$ cat src/rtl/pc_stack_if.sv
// Command/status bundle between the instruction decoder and pc_stack.
// The decoder drives the command side (master); pc_stack answers on the status side (slave).
interface pc_stack_if #(
  parameter int DWIDTH      = 16,
  parameter int OWIDTH      = 8,
  parameter int STACK_DEPTH = 4
);
  localparam int SPW = $clog2(STACK_DEPTH + 1);

  // Command handshake: en_in is a valid strobe with no ready; every cycle with
  // en_in=1 is one accepted command, and its result shows on pc_out/sp_out next cycle.
  logic              en_in;
  logic [2:0]        pc_ctrl;
  logic [OWIDTH-1:0] offset_addr;
  logic [DWIDTH-1:0] jump_addr;
  logic              clr_err;

  logic [DWIDTH-1:0] pc_out;
  logic [SPW-1:0]    sp_out;
  logic              stack_ovf;
  logic              stack_unf;
  logic              trap_out;

  modport master (
    output en_in, pc_ctrl, offset_addr, jump_addr, clr_err,
    input  pc_out, sp_out, stack_ovf, stack_unf, trap_out
  );

  modport slave (
    input  en_in, pc_ctrl, offset_addr, jump_addr, clr_err,
    output pc_out, sp_out, stack_ovf, stack_unf, trap_out
  );
endinterface

$ cat src/rtl/pc_stack.sv
// Program counter with relative branch, jump, call/return stack, reload and sticky stack errors.
// Optional macro PC_TRAP_EN redirects overflowing CALL / underflowing RET to TRAP_VEC with a trap pulse.
module pc_stack #(
  parameter int              DWIDTH      = 16,
  parameter int              OWIDTH      = 8,
  parameter int              STACK_DEPTH = 4,
  parameter logic [DWIDTH-1:0] RST_VEC   = '0,
  parameter logic [DWIDTH-1:0] TRAP_VEC  = 16'h00F0
) (
  input logic        clk,
  input logic        rst_n,
  pc_stack_if.slave  bus
);

  localparam int SPW = $clog2(STACK_DEPTH + 1);
  localparam int IW  = $clog2(STACK_DEPTH);

`ifdef PC_TRAP_EN
  localparam bit TRAP_EN = 1'b1;
`else
  localparam bit TRAP_EN = 1'b0;
`endif

  typedef enum logic [2:0] {
    CMD_HOLD   = 3'b000,
    CMD_INC    = 3'b001,
    CMD_BRANCH = 3'b010,
    CMD_JUMP   = 3'b011,
    CMD_CALL   = 3'b100,
    CMD_RET    = 3'b101,
    CMD_RELOAD = 3'b110,
    CMD_RSVD   = 3'b111
  } cmd_e;

  logic [DWIDTH-1:0] pc_q, pc_d;
  logic [SPW-1:0]    sp_q, sp_d;
  logic              ovf_q, unf_q, trap_q;
  logic [DWIDTH-1:0] stack_mem [STACK_DEPTH];

  cmd_e              cmd;
  logic              full, empty;
  logic              push;
  logic              ovf_set, unf_set;
  logic [DWIDTH-1:0] ret_addr;
  logic [DWIDTH-1:0] branch_tgt;
  logic [DWIDTH-1:0] top_entry;
  logic [IW-1:0]     top_idx;

  assign cmd        = cmd_e'(bus.pc_ctrl);
  assign full       = (sp_q == SPW'(STACK_DEPTH));
  assign empty      = (sp_q == '0);
  assign ret_addr   = pc_q + DWIDTH'(1);
  assign branch_tgt = pc_q + DWIDTH'($signed(bus.offset_addr));
  // Top index is only meaningful when the stack is non-empty; pin it to 0 otherwise.
  assign top_idx    = empty ? '0 : IW'(sp_q - SPW'(1));
  assign top_entry  = stack_mem[top_idx];

  always_comb begin
    pc_d    = pc_q;
    sp_d    = sp_q;
    push    = 1'b0;
    ovf_set = 1'b0;
    unf_set = 1'b0;
    if (bus.en_in) begin
      case (cmd)
        CMD_INC:    pc_d = ret_addr;
        CMD_BRANCH: pc_d = branch_tgt;
        CMD_JUMP:   pc_d = bus.jump_addr;
        CMD_CALL: begin
          if (full) begin
            ovf_set = 1'b1;
            if (TRAP_EN) pc_d = TRAP_VEC;
          end else begin
            push = 1'b1;
            sp_d = sp_q + SPW'(1);
            pc_d = bus.jump_addr;
          end
        end
        CMD_RET: begin
          if (empty) begin
            unf_set = 1'b1;
            if (TRAP_EN) pc_d = TRAP_VEC;
          end else begin
            sp_d = sp_q - SPW'(1);
            pc_d = top_entry;
          end
        end
        CMD_RELOAD: begin
          pc_d = RST_VEC;
          sp_d = '0;
        end
        default: ;
      endcase
    end
  end

  always_ff @(posedge clk or negedge rst_n) begin
    if (!rst_n) begin
      pc_q   <= RST_VEC;
      sp_q   <= '0;
      ovf_q  <= 1'b0;
      unf_q  <= 1'b0;
      trap_q <= 1'b0;
    end else begin
      pc_q   <= pc_d;
      sp_q   <= sp_d;
      // A new error in the same cycle as clr_err leaves the flag set.
      ovf_q  <= ovf_set | (ovf_q & ~bus.clr_err);
      unf_q  <= unf_set | (unf_q & ~bus.clr_err);
      trap_q <= TRAP_EN & (ovf_set | unf_set);
    end
  end

  // Entry contents carry no reset; sp alone decides what is valid.
  always_ff @(posedge clk) begin
    if (rst_n && push) stack_mem[IW'(sp_q)] <= ret_addr;
  end

  assign bus.pc_out    = pc_q;
  assign bus.sp_out    = sp_q;
  assign bus.stack_ovf = ovf_q;
  assign bus.stack_unf = unf_q;
  assign bus.trap_out  = TRAP_EN ? trap_q : 1'b0;

endmodule

$ cat src/flat_wrapper.sv
// flat-port wrapper written by rule: the top's interface ports become plain ports
module pc_stack_flat 
#(
  parameter int              DWIDTH      = 16,
  parameter int              OWIDTH      = 8,
  parameter int              STACK_DEPTH = 4,
  parameter logic [DWIDTH-1:0] RST_VEC   = '0,
  parameter logic [DWIDTH-1:0] TRAP_VEC  = 16'h00F0
)
  (clk, rst_n, bus_en_in, bus_pc_ctrl, bus_offset_addr, bus_jump_addr, bus_clr_err, bus_pc_out, bus_sp_out, bus_stack_ovf, bus_stack_unf, bus_trap_out);
  pc_stack_if #(.DWIDTH(DWIDTH), .OWIDTH(OWIDTH), .STACK_DEPTH(STACK_DEPTH)) bus_i ();
  input logic clk;
  input logic rst_n;
  input wire logic [$bits(bus_i.en_in)-1:0] bus_en_in;
  input wire logic [$bits(bus_i.pc_ctrl)-1:0] bus_pc_ctrl;
  input wire logic [$bits(bus_i.offset_addr)-1:0] bus_offset_addr;
  input wire logic [$bits(bus_i.jump_addr)-1:0] bus_jump_addr;
  input wire logic [$bits(bus_i.clr_err)-1:0] bus_clr_err;
  output wire logic [$bits(bus_i.pc_out)-1:0] bus_pc_out;
  output wire logic [$bits(bus_i.sp_out)-1:0] bus_sp_out;
  output wire logic [$bits(bus_i.stack_ovf)-1:0] bus_stack_ovf;
  output wire logic [$bits(bus_i.stack_unf)-1:0] bus_stack_unf;
  output wire logic [$bits(bus_i.trap_out)-1:0] bus_trap_out;
  assign bus_i.en_in = bus_en_in;
  assign bus_i.pc_ctrl = bus_pc_ctrl;
  assign bus_i.offset_addr = bus_offset_addr;
  assign bus_i.jump_addr = bus_jump_addr;
  assign bus_i.clr_err = bus_clr_err;
  assign bus_pc_out = bus_i.pc_out;
  assign bus_sp_out = bus_i.sp_out;
  assign bus_stack_ovf = bus_i.stack_ovf;
  assign bus_stack_unf = bus_i.stack_unf;
  assign bus_trap_out = bus_i.trap_out;
  pc_stack #(.DWIDTH(DWIDTH), .OWIDTH(OWIDTH), .STACK_DEPTH(STACK_DEPTH), .RST_VEC(RST_VEC), .TRAP_VEC(TRAP_VEC)) u_core (.clk(clk), .rst_n(rst_n), .bus(bus_i));
endmodule
$ cat config.mk
export PLATFORM = sky130hd
export DESIGN_NAME = pc_stack_flat
export DESIGN_NICKNAME = d
export VERILOG_FILES = /design/src/rtl/pc_stack_if.sv /design/src/rtl/pc_stack.sv /design/src/flat_wrapper.sv
export SDC_FILE = /design/constraint.sdc
export NUM_CORES = 1
export LEC_CHECK = 0
export CAP_MARGIN = 30
export CORE_AREA = 2 2 111 86
export CTS_BUF_LIST = sky130_fd_sc_hd__clkbuf_2 sky130_fd_sc_hd__clkbuf_4 sky130_fd_sc_hd__clkbuf_8
export CTS_CLUSTER_DIAMETER = 50
export DETAILED_ROUTE_END_ITERATION = 7
export DIE_AREA = 0 0 113 88
export HOLD_SLACK_MARGIN = 0.06
export PLACE_DENSITY_LB_ADDON = 0.15
export SYNTH_ARGS = -nofsm -noshare
export SYNTH_HDL_FRONTEND = slang
export SYNTH_SLANG_ARGS = --single-unit
$ cat constraint.sdc
create_clock -name clk -period 4.7 [get_ports clk]
set_input_delay 0.94 -clock clk [delete_from_list [all_inputs] [get_ports clk]]
set_output_delay 0.94 -clock clk [all_outputs]
set_load 0.01 [all_outputs]
* Word level (Yosys, flattened, before mapping)
Memory sizes are Yosys's and may differ from the RTL's.
Cells that the tools add are included.
** Storage, ports and cells
- Flip-flop bits (word level) :: 21
- RAM bits :: 64
- Bits of input ports :: 31
- Output and inout bits :: 22
- Word-level logic and storage cells :: 47
- Memories :: 1
** Operators by class
- Add/subtract/negate cells :: 4
- Eq/ne operators :: 9
- Mux-type cells :: 18
- Bitwise operators :: 5
- Reduce and logical (&&, ||, !) cells :: 6
** Memories
- u_core.stack_mem :: words 4, bits a word 16, read ports 1, clocked after Yosys merged registers in 0, write ports 1, line pc_stack.sv:38 : logic [DWIDTH-1:0] stack_mem [STACK_DEPTH];
** Operators with widths (number)
- one-hot mux 16 bit (6 select lines) :: 1
- two-way mux 16 bit :: 2
- adder 16 x 1 -> 16 bit (second input constant) :: 1
- adder 16 bit :: 1
- equality test 3 bit (second input constant) :: 4
- two-way mux 1 bit :: 11
- one-hot mux 3 bit (3 select lines) :: 1
- AND reduction 4 bit :: 2
- equality test 3 x 2 -> 1 bit (second input constant) :: 2
- two-way mux 3 bit :: 2
- nonzero test 6 bit :: 1
- != test 2 bit (second input constant) :: 2
- adder 3 x 1 -> 3 bit (second input constant) :: 1
- equality test 3 x 1 -> 1 bit (second input constant) :: 1
- zero test 3 bit :: 1
- nonzero test 3 bit :: 1
- subtractor 3 x 1 -> 3 bit (second input constant) :: 1
- bitwise AND 1 bit :: 2
- two-way mux 2 bit :: 1
- OR 1 bit :: 2
- logical AND 1 bit :: 1
- NOT 1 bit :: 1

* Depth between registers and ports, before layout
- Depth in word-level cells :: 7
- Depth in mapped cells :: 12
- Depth with buffers taken out :: 9

* Worst setup path after synthesis
No wires, ideal clock.
- Path kind :: input to register
- Start point :: input bus_offset_addr[0]
- End point :: register u_core.pc_q[12], in the netlist u_core.bus.pc_out[12]
- Library setup time :: 77 ps
- Data arrival time :: 2517 ps
- Data required time :: 4623 ps
- Path slack :: 2105 ps
- Stages :: 8
- Path buffers :: 0
- Cell sequence :: ha_1 -> fa_1 -> a21oi_1 -> nand4b_1 -> a21oi_1 -> o21ai_0 -> mux2_2 -> a21oi_1
** Between the ends
- Cells in the longest elaborated chain, start to end :: 2
** Ends and longest elaborated chain
- start, declared :: line flat_wrapper.sv:16 : input wire logic [$bits(bus_i.offset_addr)-1:0] bus_offset_addr;
- adder 16 bit :: line pc_stack.sv:53 : assign branch_tgt = pc_q + DWIDTH'($signed(bus.offset_addr));
- one-hot mux 16 bit (6 select lines) :: line pc_stack.sv:65 : case (cmd)
- end signal, assigned :: line pc_stack.sv:105 : pc_q <= pc_d;
- end, declared :: line pc_stack.sv:35 : logic [DWIDTH-1:0] pc_q, pc_d;
No other way between the ends.
A chain may end at the register's enable or synchronous reset.

* Worst setup path in the final report
- Start point :: input bus_pc_ctrl[1]
- End point :: memory u_core.stack_mem[1][13] (enable)
** Between the ends
- Cells in the longest elaborated chain, start to end :: 6
** Ends and longest elaborated chain
- start, declared :: line flat_wrapper.sv:15 : input wire logic [$bits(bus_i.pc_ctrl)-1:0] bus_pc_ctrl;
- equality test 3 bit :: line pc_stack.sv:65
- two-way mux 1 bit :: line pc_stack.sv:65
- two-way mux 1 bit :: line pc_stack.sv:64 : if (bus.en_in) begin
- logical AND 1 bit :: line pc_stack.sv:116 : if (rst_n && push) stack_mem[IW'(sp_q)] <= ret_addr;
- two-way mux 1 bit :: line pc_stack.sv:116
- two-way mux 1 bit (implied by the code) :: line pc_stack.sv:116
- end, declared :: line pc_stack.sv:38
No other way between the ends.

==> flow_summary.toml <==
[yosys]
synth-edff-count = 64
synth.largest_area_cell = "edfxtp_1"
avgSynthCellArea_um2 = 10.3
ys_seq_area_frac = 0.471
synthFlopType = "edfxtp_1"
syn-instance-count = 503
synth.distinct_cells = 68
yosys-top-cells-area = "edfxtp_1, dfrtp_1, ha_1, nand2_1, a21oi_1"
syn_area_um2 = 5200
ys_ff_latch = 85
synth_nets = 557
ys_async_sr_fraction = 0.247
synth_warnings = 0
synth_top_area_frac = 0.370

[detailed_routing]
drtAntennaViolNets = 0
drt_pre_antenna_iters = 7
vias = 4255
viasPerCell = 6.44
wirelength_um = 13300
drc = 4
drt_iter0_drc = 560
wl_per_cell_um = 20.1

[sta]
slew_violations = 0
hold_violations = 0
final.min_clock_period_ns = 3.38
max_freq_mhz = 296
rsz0062_at_grt = "false"
finalCritPeriodShare = 0.719
setup_viol = 0
setup_tns_ns = 0
worst_slew_pin_slew_ns = 0.894
slew_headroom = 0.402
finalClockSkew_ns = 0.0115

[floorplan]
die_x_um = 113
rows = 30
start_util = 0.587
dieArea_um2 = 9940
core_area_um2 = 8860
die_h_um = 88
io_pins = 53

[grt]
antenna_found_initial = 0
grt_max_degree = 37
grt_pass1_vias = 3982
grt_usage = 0.274
grt_first_pass_wirelength_um = 20800
grt_overflow = 0

[critical_path]
cp_cell_sequence = "clkdlybuf4s50_1 -> inv_2 -> nand3_1 -> nor3b_1 -> and2_1"
critPathRequiredTime_ns = 4.70
cpLargestDelayFamily = "simple AND/OR/NAND/NOR gates"
crit_buf_inv = 2
slowest_stage = "clkdlybuf4s50_1"
arrival_ns = 3.38
slowest_delay_ns = 0.81
critPathMaxFanout = 22
rrSetupSlack_ns = 1.84
critPathCaptureType = "register"
start_kind = "input pin"
worstSetupPathType = "input pin to register"

[layout]
multi_input_area_um2 = 2520
regArea_um2 = 2450
stdcell_area_um2 = 5950
nets = 598
diodes = 0
area_delta_synth_final_pct = 14.5
filler_cell_count = 693
drive_gt1_frac = 0.0692

[place]
place_area_um2 = 5760
place.gp.congestion = 0.936
portBuffers = 51
dp_hpwl_um = 9750

[clocking]
cts_setup_buffers = 0
clk_latency_ns = 0.37
cts_resized = 0
cts_sinks = 85
cts.clk_slew.worst_paths_ns = 0.10
h-tree-depth = 3
cts_made_buffers = 9
cts_tree = "yes"
ctsHoldBuffers = 0
clockBufferDepth = 2
clockRootBuffer = "clkbuf_8"

[outcome]
violations = "design-rule violations"
outcome = "finished with violations"

[min_path]
min_path_type = "register to register"

[pwr]
powerDensity_nw_per_um2 = 521
p_leak_nw = 2.16
ir_drop_v = 0.000251
p_total_mw = 3.10

[run]
cap_violations = 0
## where the power goes
group	internal (mW)	switching (mW)	total [mW]
clock	0.205	0.302	0.506
sequential	0.950	0.159	1.11
combinational	0.616	0.872	1.49
total	1.77	1.33	3.10
## per-layer routing
| metal | vias to the layer above | GRT usage | wire length [um] |
|---|---|---|---|
| met1 | 2038 | 0.391 | 5980 |
| li1 | 1994 | - | - |
| met4 | 0 | 0.0898 | 265 |
| met2 | 198 | 0.434 | 6010 |
| met3 | 25 | 0.0457 | 1030 |
| met5 | - | 0 | 0 |
## cell usage after synthesis (3+ instances only)
cell type,instances
nor2b_1,16
o22ai_1,10
a311oi_1,6
nand2b_1,5
ha_1,22
inv_1,16
and3_1,3
o21a_1,4
buf_2,15
xnor2_1,15
xor2_1,8
mux2_2,3
a22oi_1,4
buf_4,3
a21o_1,13
nor2_1,25
dfrtp_1,21
a31oi_1,8
nand2_1,52
clkbuf_1,5
edfxtp_1,64
and2_1,7
nand3_1,18
o32ai_1,3
a211oi_1,20
mux2i_1,3
a21oi_1,38
nand4_1,3
buf_6,3
nor3_1,9
o21ai_0,25
a221oi_1,7
## placed cells by master (no fill, tap or decap), drive strengths merged, types with 20 or more instances in the layout
| master | netlist | final |
|---|---|---|
| a21oi | 38 | 38 |
| a211oi | 21 | 21 |
| ha | 22 | 22 |
| o21ai | 27 | 27 |
| nor2 | 25 | 25 |
| inv | 17 | 21 |
| nand2 | 52 | 52 |
| edfxtp | 64 | 64 |
| dfrtp | 21 | 21 |
| clkdlybuf4s50 | 0 | 51 |
| nand3 | 20 | 20 |
## worst paths after layout
check	depth (start not counted)	start	endpoint
max in group asynchronous	2	rst_n	u_core.bus.pc_out[7]$_DFFE_PN0P_
min reg2reg	2	u_core.bus.stack_unf$_DFF_PN0_	u_core.bus.stack_unf$_DFF_PN0_
max	5	bus_pc_ctrl[1]	u_core.stack_mem[1][13]$_DFFE_PP_
min in group asynchronous	2	rst_n	u_core.bus.stack_unf$_DFF_PN0_
min	2	u_core.bus.stack_unf$_DFF_PN0_	u_core.bus.stack_unf$_DFF_PN0_
max reg2reg	9	u_core.bus.sp_out[1]$_DFFE_PN0P_	u_core.bus.pc_out[14]$_DFFE_PN0P_
## through the flow
stage	instances	utilization	hold slack, ns	setup slack (ns)
2_1_floorplan	503	-	0.549	2.11
3_3_place_gp	644	0.647	0.509	1.12
3_5_place_dp	645	0.650	0.527	0.950
4_1_cts	661	0.672	0.540	1.34
5_1_grt	661	0.672	0.571	1.13
6_report	661	0.672	0.551	1.32
## cell families after synthesis
| family | share of synthesized area |
|---|---|
| other | 0.000721 |
| and+or+nand+nor | 0.158 |
| adders and majority gates | 0.0568 |
| muxes | 0.0123 |
| AOI/OAI and AO/OA | 0.219 |
| xor gates and xnor gates | 0.0387 |
| buffers and inverters | 0.0440 |
| DFF | 0.471 |
## cell type report
| class | count | share of cell area |
|---|---|---|
| timing repair buffer | 58 | 0.0980 |
| multi-input combinational | 372 | 0.424 |
| clock inverter | 7 | 0.0111 |
| inverter | 18 | 0.0114 |
| clock buffer | 9 | 0.0208 |
| sequential | 85 | 0.411 |
| tap | 112 | 0.0235 |
## state kept, by name, summed over array words and instances, names as in the netlist
register	cells
u_core.bus.stack_ovf	1
u_core.bus.pc_out	16
u_core.bus.stack_unf	1
u_core.bus.sp_out	3
u_core.stack_mem	64
## worst register-to-register path: stages (launching register included)
cell,delay (ns)
dfrtp_1,0.46
inv_1,0.10
ha_1,0.22
ha_1,0.31
nor2_1,0.74
nand2_1,0.15
a311o_1,0.42
a2bb2oi_1,0.21
a21oi_1,0.06
a31oi_1,0.15
(Power assumes the default switching activity.)
